[src/rtl/led_matrix_pkg.sv]
// Shared types and defaults for the LED matrix row scanner and its column shifter.
package led_matrix_pkg;

    localparam int ROWS_DEFAULT         = 8;
    localparam int COLS_DEFAULT         = 8;
    localparam int SCLK_DIV_DEFAULT     = 2;
    localparam int BLANK_CYCLES_DEFAULT = 4;

    typedef enum logic [2:0] {
        ST_IDLE    = 3'd0,
        ST_BLANK   = 3'd1,
        ST_FETCH   = 3'd2,
        ST_LOAD    = 3'd3,
        ST_SHIFT   = 3'd4,
        ST_LATCH   = 3'd5,
        ST_DISPLAY = 3'd6
    } scanState_e;

    // Counter width that can index 0..n-1, never narrower than one bit.
    function automatic int idxWidth(input int n);
        return (n > 1) ? $clog2(n) : 1;
    endfunction

endpackage

[src/rtl/led_col_shifter.sv]
// Serialises one matrix row MSB-first onto col_sdo with a divided col_sclk.
module led_col_shifter
    import led_matrix_pkg::*;
#(
    parameter int COLS     = COLS_DEFAULT,
    parameter int SCLK_DIV = SCLK_DIV_DEFAULT
) (
    input  logic            clk,
    input  logic            rst,
    input  logic            load_i,
    input  logic [COLS-1:0] data_i,
    output logic            sdo_o,
    output logic            sclk_o,
    output logic            done_o
);

    localparam int DW = idxWidth(SCLK_DIV);
    localparam int CW = idxWidth(COLS);

    logic [COLS-1:0] shReg_q, shReg_d;
    logic [DW-1:0]   divCnt_q, divCnt_d;
    logic [CW-1:0]   bitCnt_q, bitCnt_d;
    logic            sdo_q, sdo_d;
    logic            sclk_q, sclk_d;
    logic            active_q, active_d;
    logic            halfEnd;
    logic            lastBit;

    assign halfEnd = active_q && (divCnt_q == DW'(SCLK_DIV - 1));
    assign lastBit = (bitCnt_q == CW'(COLS - 1));
    // Asserted in the final cycle of the last high phase so the FSM leaves SHIFT with sclk low.
    assign done_o  = halfEnd && sclk_q && lastBit;
    assign sdo_o   = sdo_q;
    assign sclk_o  = sclk_q;

    always_comb begin
        shReg_d  = shReg_q;
        divCnt_d = divCnt_q;
        bitCnt_d = bitCnt_q;
        sdo_d    = sdo_q;
        sclk_d   = sclk_q;
        active_d = active_q;
        if (load_i) begin
            shReg_d  = data_i << 1;
            sdo_d    = data_i[COLS-1];
            sclk_d   = 1'b0;
            divCnt_d = '0;
            bitCnt_d = '0;
            active_d = 1'b1;
        end else if (active_q) begin
            if (halfEnd) begin
                divCnt_d = '0;
                if (!sclk_q) begin
                    sclk_d = 1'b1;
                end else begin
                    sclk_d = 1'b0;
                    if (lastBit) begin
                        active_d = 1'b0;
                    end else begin
                        bitCnt_d = bitCnt_q + CW'(1);
                        sdo_d    = shReg_q[COLS-1];
                        shReg_d  = shReg_q << 1;
                    end
                end
            end else begin
                divCnt_d = divCnt_q + DW'(1);
            end
        end
    end

    always_ff @(posedge clk) begin
        if (rst) begin
            shReg_q  <= '0;
            divCnt_q <= '0;
            bitCnt_q <= '0;
            sdo_q    <= 1'b0;
            sclk_q   <= 1'b0;
            active_q <= 1'b0;
        end else begin
            shReg_q  <= shReg_d;
            divCnt_q <= divCnt_d;
            bitCnt_q <= bitCnt_d;
            sdo_q    <= sdo_d;
            sclk_q   <= sclk_d;
            active_q <= active_d;
        end
    end

endmodule

[src/rtl/led_matrix_row_scanner.sv]
// Refreshes one LED matrix row per timer tick: blank, fetch, shift, latch, display.
module led_matrix_row_scanner
    import led_matrix_pkg::*;
#(
    parameter int  ROWS         = ROWS_DEFAULT,
    parameter int  COLS         = COLS_DEFAULT,
    parameter int  SCLK_DIV     = SCLK_DIV_DEFAULT,
    parameter int  BLANK_CYCLES = BLANK_CYCLES_DEFAULT,
    localparam int ROW_W        = idxWidth(ROWS)
) (
    input  logic             clk,
    input  logic             rst,
    input  logic             tick_in,
    output logic [ROW_W-1:0] rd_addr,
    input  logic [COLS-1:0]  rd_data,
    output logic             col_sdo,
    output logic             col_sclk,
    output logic             col_latch,
    output logic [ROWS-1:0]  row_sel,
    output logic             oe_n,
    output logic             busy,
    output logic             frame_start,
    output logic             overrun
);

    localparam int BW = idxWidth(BLANK_CYCLES);

    scanState_e       state_q;
    logic [BW-1:0]    blankCnt_q;
    logic [ROW_W-1:0] nextRow_q;
    logic [ROW_W-1:0] rdAddr_q;
    logic [ROWS-1:0]  rowSel_q;
    logic             colLatch_q;
    logic             oeN_q;
    logic             busy_q;
    logic             frameStart_q;
    logic             overrun_q;
    logic             shiftDone;
    logic             idleLike;

    assign idleLike    = (state_q == ST_IDLE) || (state_q == ST_DISPLAY);
    assign rd_addr     = rdAddr_q;
    assign row_sel     = rowSel_q;
    assign col_latch   = colLatch_q;
    assign oe_n        = oeN_q;
    assign busy        = busy_q;
    assign frame_start = frameStart_q;
    assign overrun     = overrun_q;

    led_col_shifter #(
        .COLS     (COLS),
        .SCLK_DIV (SCLK_DIV)
    ) u_shifter (
        .clk    (clk),
        .rst    (rst),
        .load_i (state_q == ST_LOAD),
        .data_i (rd_data),
        .sdo_o  (col_sdo),
        .sclk_o (col_sclk),
        .done_o (shiftDone)
    );

    // Ticks are only accepted when idle or displaying; anything else flags overrun and is dropped.
    always_ff @(posedge clk) begin
        if (rst) begin
            state_q      <= ST_IDLE;
            blankCnt_q   <= '0;
            nextRow_q    <= '0;
            rdAddr_q     <= '0;
            rowSel_q     <= '0;
            colLatch_q   <= 1'b0;
            oeN_q        <= 1'b1;
            busy_q       <= 1'b0;
            frameStart_q <= 1'b0;
            overrun_q    <= 1'b0;
        end else begin
            if (tick_in && !idleLike) begin
                overrun_q <= 1'b1;
            end
            case (state_q)
                ST_IDLE, ST_DISPLAY: begin
                    if (tick_in) begin
                        state_q    <= ST_BLANK;
                        blankCnt_q <= '0;
                        oeN_q      <= 1'b1;
                        busy_q     <= 1'b1;
                    end
                end
                ST_BLANK: begin
                    if (blankCnt_q == BW'(BLANK_CYCLES - 1)) begin
                        state_q  <= ST_FETCH;
                        rdAddr_q <= nextRow_q;
                    end else begin
                        blankCnt_q <= blankCnt_q + BW'(1);
                    end
                end
                ST_FETCH: begin
                    state_q <= ST_LOAD;
                end
                ST_LOAD: begin
                    state_q <= ST_SHIFT;
                end
                ST_SHIFT: begin
                    if (shiftDone) begin
                        state_q      <= ST_LATCH;
                        colLatch_q   <= 1'b1;
                        rowSel_q     <= ROWS'(1) << nextRow_q;
                        frameStart_q <= (nextRow_q == '0);
                        nextRow_q    <= (nextRow_q == ROW_W'(ROWS - 1)) ? '0 : nextRow_q + ROW_W'(1);
                    end
                end
                ST_LATCH: begin
                    state_q      <= ST_DISPLAY;
                    colLatch_q   <= 1'b0;
                    frameStart_q <= 1'b0;
                    oeN_q        <= 1'b0;
                    busy_q       <= 1'b0;
                end
                default: begin
                    state_q <= ST_IDLE;
                end
            endcase
        end
    end

endmodule

[config.mk]
export PLATFORM = sky130hd
export DESIGN_NAME = led_matrix_row_scanner
export DESIGN_NICKNAME = d
export VERILOG_FILES = /design/src/rtl/led_matrix_pkg.sv /design/src/rtl/led_col_shifter.sv /design/src/rtl/led_matrix_row_scanner.sv
export SDC_FILE = /design/constraint.sdc
export NUM_CORES = 1
export LEC_CHECK = 0
export CORE_MARGIN = 1.5
export CORE_UTILIZATION = 30
export CTS_CLUSTER_SIZE = 24
export DETAILED_ROUTE_END_ITERATION = 12
export MAX_ROUTING_LAYER = met4
export PLACE_DENSITY = 0.54
export SYNTH_ARGS = -nofsm -noshare
export SYNTH_HDL_FRONTEND = slang
export SYNTH_SLANG_ARGS = --single-unit
[constraint.sdc]
create_clock -name clk -period 1.8 [get_ports clk]
set_input_delay 0.45 -clock clk [delete_from_list [all_inputs] [get_ports clk]]
set_output_delay 0.45 -clock clk [all_outputs]
set_load 0.05 [all_outputs]
==> After elaboration in Yosys (flattened, before gate mapping) <==
Cells that the tools add are included.
{ "word_totals": {"latch_bits": 0, "mem_count": 0, "output_inout_bits": 18, "wordCells": 92, "input_bits": 11, "mem_bits_rw": 0, "register_bits": 38, "rom_bits": 0} }
{ "op_classes": {"bitwise_logic": 1, "n_eq_ne": 14, "n_mul": 0, "n_lt_le_gt_ge": 0, "n_addsub": 4, "n_reduce_logical": 25, "muxes": 31, "div": 0, "shifts": 1} }
{ "op_table": {"columns": ["op", "n"], "rows": [
  ["$mux 8", 5],
  ["$pmux 3 s6", 1],
  ["$eq 3x3->1 const B", 5],
  ["$mux 1", 15],
  ["$mux 3", 4],
  ["$reduce_bool 2->1", 6],
  ["$reduce_and 2->1", 5],
  ["$ne 2x2->1 const B", 4],
  ["$reduce_and 4->1", 2],
  ["$shl 1x3->8 const A", 1],
  ["$add 3x1->3 const B", 2],
  ["$eq 3x2->1 const B", 2],
  ["$logic_not 3->1", 2],
  ["$pmux 1 s2", 3],
  ["$reduce_and 3->1", 2],
  ["$logic_and 1x1->1", 4],
  ["$mux 2", 2],
  ["$pmux 2 s2", 1],
  ["$reduce_or 2->1", 2],
  ["$eq 3x1->1 const B", 1],
  ["$add 2x1->2 const B", 1],
  ["$eq 2x2->1 const B", 1],
  ["$ne 2x1->1 const B", 1],
  ["$add 1x1->1 const B", 1],
  ["other kinds (3)", 3]
]} }

==> Logic depth before layout (Yosys ltp) <==
Gate-level depths: netlist of the first run.
{ "depth": {"depth_word": 6, "depth_mapped": 7, "ltp_nobuf": 6} }

==> Modules after synthesis <==
From an unflattened synthesis of the first run, not the netlist that was laid out.
{ "hier_totals": {"cells_unflattened": 187, "area_unflattened_um2": 1759.2} }
{ "by_module_without_submodules": {"columns": ["mod", "area_each_um2", "cells_per_inst", "instances"], "rows": [
  ["led_matrix_row_scanner", 1091.0, 119, 1],
  ["led_col_shifter", 668.1, 68, 1]
]} }

==> Least setup slack after synthesis of the first run <==
Ideal clock, no wire load.
{ "synth_path": {"path_kind": "register to register", "start": "register u_shifter.sclk_q, in the netlist u_shifter.sclk_o", "end": "register nextRow_q[0]", "stages_incl_launch_ff": 5, "t_required_ps": 1730, "arrival_time_ps": 1705, "setup_slack_ps": 25, "synth_period_minus_slack_ps": 1775, "setup_ps": 70, "path_cell_list": "dfxtp_1 -> nand4_2 -> or3_4 -> or3_1 -> a21oi_1"} }
{ "synth_via": {"elab_chain_cells": 3} }
{ "synth_lines": {"columns": ["item", "line", "rtl"], "rows": [
  ["from (decl)", "led_col_shifter.sv:24", "logic sclk_q, sclk_d;"],
  ["from (signal assigned)", "led_col_shifter.sv:84", "sclk_q <= sclk_d;"],
  ["$logic_and 1x1->1 (2 in series)", "led_col_shifter.sv:32", "assign done_o = halfEnd && sclk_q && lastBit;"],
  ["$reduce_and 2->1 (no source line)", null, null],
  ["to (signal assigned)", "led_matrix_row_scanner.sv:109", "nextRow_q <= (nextRow_q == ROW_W'(ROWS - 1)) ? '0 : nextRow_q + ROW_W'(1);"],
  ["to (decl)", "led_matrix_row_scanner.sv:30", "logic [ROW_W-1:0] nextRow_q;"]
]} }
Every way passes these cells.
A chain may end at the register's enable or synchronous reset.

==> Worst setup path after layout of the first run <==
{ "layout_path": {"start": "register u_shifter.bitCnt_q[0]", "end": "register nextRow_q[0]"} }
{ "layout_via": {"elab_chain_cells": 3} }
{ "layout_lines": {"columns": ["item", "line", "rtl"], "rows": [
  ["from (decl)", "led_col_shifter.sv:22", "logic [CW-1:0] bitCnt_q, bitCnt_d;"],
  ["from (signal assigned)", "led_col_shifter.sv:82", "bitCnt_q <= bitCnt_d;"],
  ["$eq 3x3->1", "led_col_shifter.sv:30", "assign lastBit = (bitCnt_q == CW'(COLS - 1));"],
  ["$logic_and 1x1->1", "led_col_shifter.sv:32", null],
  ["$reduce_and 2->1 (no source line)", null, null]
]} }
Every way passes these cells.

==> results of run 1 <==
-- power by group --
group	internal (W)	switching [W]
Sequential	0.000849	0.00000836
Combinational	0.0000463	0.0000523
Clock	0.000267	0.000278
-- cell usage after synthesis (all sizes together), types with 3 or more instances --
master | number | area (um^2)
nand2 | 39 | 146
dfxtp | 38 | 761
nor2 | 21 | 78.8
a21oi | 19 | 95.1
ha | 9 | 113
a311oi | 8 | 70.1
nand3 | 8 | 40.0
clkbuf | 7 | 26.3
inv | 5 | 18.8
nand2b | 5 | 31.3
buf | 4 | 25.0
mux2i | 3 | 30.0
o21ai | 3 | 15.0
-- flip-flops by register name, indices dropped and copies added, names as in the netlist --
name and cells:
state_q 3, overrun 1, rd_addr 3, u_shifter.bitCnt_q 3, u_shifter.sclk_o 1, row_sel 8, u_shifter.active_q 1, u_shifter.sdo_o 1
u_shifter.shReg_q 7, u_shifter.divCnt_q 1, nextRow_q 3, busy 1, blankCnt_q 2, frame_start 1, oe_n 1, col_latch 1
-- cells by family (layout without fill, tap and decap cells) --
logic type	Yosys count	after routing	synth area share
XOR/XNOR	3	3	0.0158
AO/OA/AOI/OAI	39	39	0.149
adder cells (fa/ha/maj)	9	9	0.0677
AND/OR/NAND/NOR	87	87	0.250
flip-flops	38	38	0.457
buffers and inverters	16	55	0.0421
multiplexers	3	3	0.0180
-- layout make-up --
cell class                 count  area, um^2
tap                           70        87.6
multi-input combinational    141         851
fill                         525        3100
clock buffer                   7        76.3
inverter                       5        18.8
sequential                    38         763
timing repair buffer          43         345
-- timing repair --
action / CTS / global route
setup endpoints to repair: 0 / 10
hold endpoints to repair: 0 / 0
resized for setup: 0 / 8
buffers inserted: 0 / 0
-- per-layer routing --
layer,wire length (um),track usage,vias to the layer above
met5,0,-,-
met4,38,0.0600,0
met3,122,0.0306,4
met2,1580,0.193,26
met1,1890,0.178,653
li1,-,-,750
-- worst register-to-register path, stage by stage (launching register included) --
cell and delay [ps]:
dfxtp_2 340, ha_1 150, ha_2 200, nand4_2 120
or3_4 380, or3_1 330, a21oi_2 130
-- final timing paths --
path | startpoint | to | slack [ps]
worst min-delay path | row_sel[3] | row_sel[3] | 460
worst min register to register | row_sel[3] | row_sel[3] | 460
worst max-delay path | u_shifter.bitCnt_q[0] | nextRow_q[0] | 80
worst max register to register | u_shifter.bitCnt_q[0] | nextRow_q[0] | 80
-- through the flow --
step | TNS [ps] | worst slack (ps) | std cells
4_1_cts | 0 | 46.1 | 303
3_3_place_gp | 0 | 106 | 296
6_report | 0 | 83.6 | 304
5_1_grt | -1.99 | -1.99 | 304
2_1_floorplan | 0 | 25.0 | 195
3_5_place_dp | 0 | 80.6 | 296
==> metrics.yaml, run 1 <==
cp_slowest_stage_delay_ps: 380
drive_above_1_share: 0.205
layout_commonest_cell: "nand2_1"
grt_pass1_wl_mm: 6.35
clk_pin_slew_ps: 70
drt_pass1_iterations: 4
synth_cell_type_count: 36
skew_ps: 4.71
io_pins: 29
fin_crit_sh: 0.954
total_power_w: 0.00150
max-slew-margin-rel: 0.665
clock_path_buffers: 2
cp_cell_sequence: "ha_1, ha_2, nand4_2, or3_4, or3_1, a21oi_2"
ant_nets: 0
p_leak_nw: 0.816
grt_max_degree: 22
overflow: 0
setup_violations: 0
worstPathRequired_ps: 2020
synth.net_count: 215
status: "finished clean"
crit_type: "reg2reg"
min_path_cells: 2
core_area_um2: 5240
final_util: 0.409
die-area_um2: 6000
postPlaceCellArea_um2: 2040
fmax_mhz: 583
avgRoutedWirePerCell_um: 11.9
reg2reg_depth: 6
holdWs_ps: 455
drv_slew: 0
die_w_um: 77.5
dp_hpwl_mm: 2.55
synth_cells: 195
grt_pass1_vias: 1375
tightest_slew_ps: 501
slowest_stage: "or3_4"
num_antenna_cells: 0
synth.yosys.seq_area_share: 0.457
crit_family: "simple AND/OR/NAND/NOR gates"
synth_ff_type: "dfxtp_1"
final_cell_mix: "39 x nand2_1, 36 x dfxtp_1, 32 x buf_4, 21 x nor2_1, 18 x a21oi_1"
rows: 26
initial_core_util: 0.318
place.gp.congestion: 0.709
fin_crit_ps: 1720
drtIter0Drc: 68
viasPerCell: 4.71
wl_mm: 3.63
numCtsBuffers: 5
finalHoldViolCount: 0
power_density_nw_per_um2: 701
post-route-drc-count: 0
cts_max_level: 2
final_area_um2: 2140
io_buffer_count: 28
insertion_delay_ps: 280
irDropWorstVdd_uv: 382
area_growth_pct: 28.7
num_vias: 1433
cts_tree: "done"
cp.buffers_inverters: 0
die_h_um: 77.5
syn_area_um2: 1660
yosys_warnings: 0
maxCapViolations: 0
ys_async_sr_fraction: 0
crit_path_end_kind: "flip-flop"
hold_buffers: 0
antenna_found_initial: 0
synth.ff_latch_count: 38
hp-class: "reg2reg"
cp_data_arrival_time_ps: 1940
nets: 254
synth-edff-count: 0
grtUsageTotal: 0.134
cts_sinks: 38
cts-root-buf: "clkbuf_8"
worst-path-stages: 6
syn_area_per_cell_um2: 8.53
start_kind: "flip-flop"
cp_max_fo: 3
(Power assumes the default switching activity.)
==> inputs of run 2 (changes only) <==
--- a/constraint.sdc
+++ b/constraint.sdc
@@ -3,2 +3,2 @@
 set_output_delay 0.45 -clock clk [all_outputs]
-set_load 0.05 [all_outputs]
+set_load 0.01 [all_outputs]
==> run 2 against run 1 <==
- clock skew grew 4.2 ps
- sequential power is essentially flat
- hold slack is essentially flat
- highest routed layer unchanged
- setup slack gained 1.7 ps
- register-to-register slack is essentially flat
- first-iteration DRC count shrank 40%
- combinational power shrank 10%
==> metrics.yaml, run 2 (synthesis gave the netlist of run 1 again) <==
status: "finished clean"
routed.top_layer: "met4"
die_h_um: 77.5
avgRoutedWirePerCell_um: 11.6
reg2reg_slack_ps: 90
irDropWorstVdd_uv: 389
rows: 26
cts_tree: "done"
post-route-drc-count: 0
dp_hpwl_mm: 2.49
wl_met3_um: 180
grt_pass1_vias: 1375
insertion_delay_ps: 290
clock_path_buffers: 2
crit_type: "reg2reg"
wl_met1_mm: 1.78
nets: 255
fin_crit_sh: 0.953
start_kind: "flip-flop"
rr_startpoint: "u_shifter.bitCnt_q[1]"
final_cell_mix: "39 x nand2_1, 37 x dfxtp_1, 28 x clkdlybuf4s50_1, 21 x nor2_1, 19 x a21oi_1"
cts-root-buf: "clkbuf_8"
io_buffer_count: 28
p_leak_nw: 0.820
hold_buffers: 0
nFillCells: 524
drive_above_1_share: 0.136
grt_pass1_wl_mm: 6.23
die_w_um: 77.5
num_antenna_cells: 0
cts_max_level: 2
fin_crit_ps: 1710
viasPerCell: 4.66
holdWs_ps: 455
worstPathRequired_ps: 2020
initial_core_util: 0.318
fmax_mhz: 583
reg2reg_depth: 6
overflow: 0
setup_violations: 0
largest_register_ff_count: 8
layout_commonest_cell: "nand2_1"
skew_ps: 8.88
cts_sinks: 38
tightest_slew_ps: 460
ant_nets: 0
cp_max_fo: 3
finalSetupTns_ps: 0
area_growth_pct: 35.6
finalHoldViolCount: 0
crit_path_end_kind: "flip-flop"
power_density_nw_per_um2: 816
met2WireLength_mm: 1.52
maxCapViolations: 0
grt_max_degree: 22
antenna_found_initial: 0
reg2reg_to: "nextRow_q[0]"
dp_cells: 296
io_pins: 29
grtUsageTotal: 0.132
clk_pin_slew_ps: 80
core_area_um2: 5240
drtIter0Drc: 41
numCtsBuffers: 5
min_to: "row_sel[2]"
drv_slew: 0
hp-class: "reg2reg"
wl_mm: 3.54
total_power_w: 0.00184
die-area_um2: 6000
place.gp.congestion: 0.710
hp-start: "row_sel[2]"
drt_pass1_iterations: 4
num_vias: 1425
max-slew-margin-rel: 0.692
instances_no_fill: 306
cp_data_arrival_time_ps: 1940
min_path_cells: 2
run 2: cell count changes in the layout (fill, tap and decap cells not counted), sizes merged:
cell,before,now
buf,33,16
bufinv,0,2
clkbuf,7,6
clkdlybuf4s50,10,28
run 2: worst max-delay path, stage by stage (launching register included):
cell     delay [ps]
dfxtp_1         340
ha_1            150
ha_2            200
nand4_2         130
or3_4           390
or3_1           310
a21oi_1         140
run 2: how the worst max path moves through the flow:
stage	slack [ps]	endpoint	cells after the start	startpoint
global placement	110	nextRow_q[0]	6	u_shifter.bitCnt_q[0]
floorplan	110	nextRow_q[0]	6	u_shifter.bitCnt_q[0]
global route	-9	nextRow_q[0]	6	u_shifter.bitCnt_q[1]
finish	90	nextRow_q[0]	6	u_shifter.bitCnt_q[1]
detailed placement	90	nextRow_q[0]	6	u_shifter.bitCnt_q[0]
CTS	60	nextRow_q[0]	6	u_shifter.bitCnt_q[0]
run 2: power breakdown:
group          switching [W]  leakage (nW)   total, W  internal [W]
clock               0.000305        0.0714   0.000896      0.000591
combinational      0.0000407         0.441  0.0000884     0.0000476
sequential        0.00000838         0.308   0.000857      0.000849
total               0.000354         0.820    0.00184       0.00149
run 2: timing repair:
item | CTS | global route
endpoints found under the hold margin | 0 | 0
setup buffers | 0 | 1
setup endpoints to repair | 0 | 8
gates resized for setup | 0 | 6
run 2: metrics by stage:
stage,worst slack [ps],utilization,cell area [um^2]
3_5_place_dp,86.4,0.398,2090
4_1_cts,61.8,0.425,2230
6_report,85.3,0.431,2260
5_1_grt,-8.95,0.431,2260
2_1_floorplan,113,-,1660
3_3_place_gp,108,0.398,2090
run 2: metal layers:
layer / global-route usage / up-vias
met5: - / -
met4: 0.0491 / 0
met3: 0.0412 / 5
met2: 0.197 / 28
met1: 0.167 / 641
li1: - / 751
run 2: cell type report:
type,count,area (um^2),share of cell area
clock buffer,6,82.6,0.0366
clock inverter,2,60.1,0.0266
inverter,5,18.8,0.00832
multi-input combinational,141,847,0.375
sequential,38,762,0.338
tap,70,87.6,0.0388
timing repair buffer,44,398,0.176
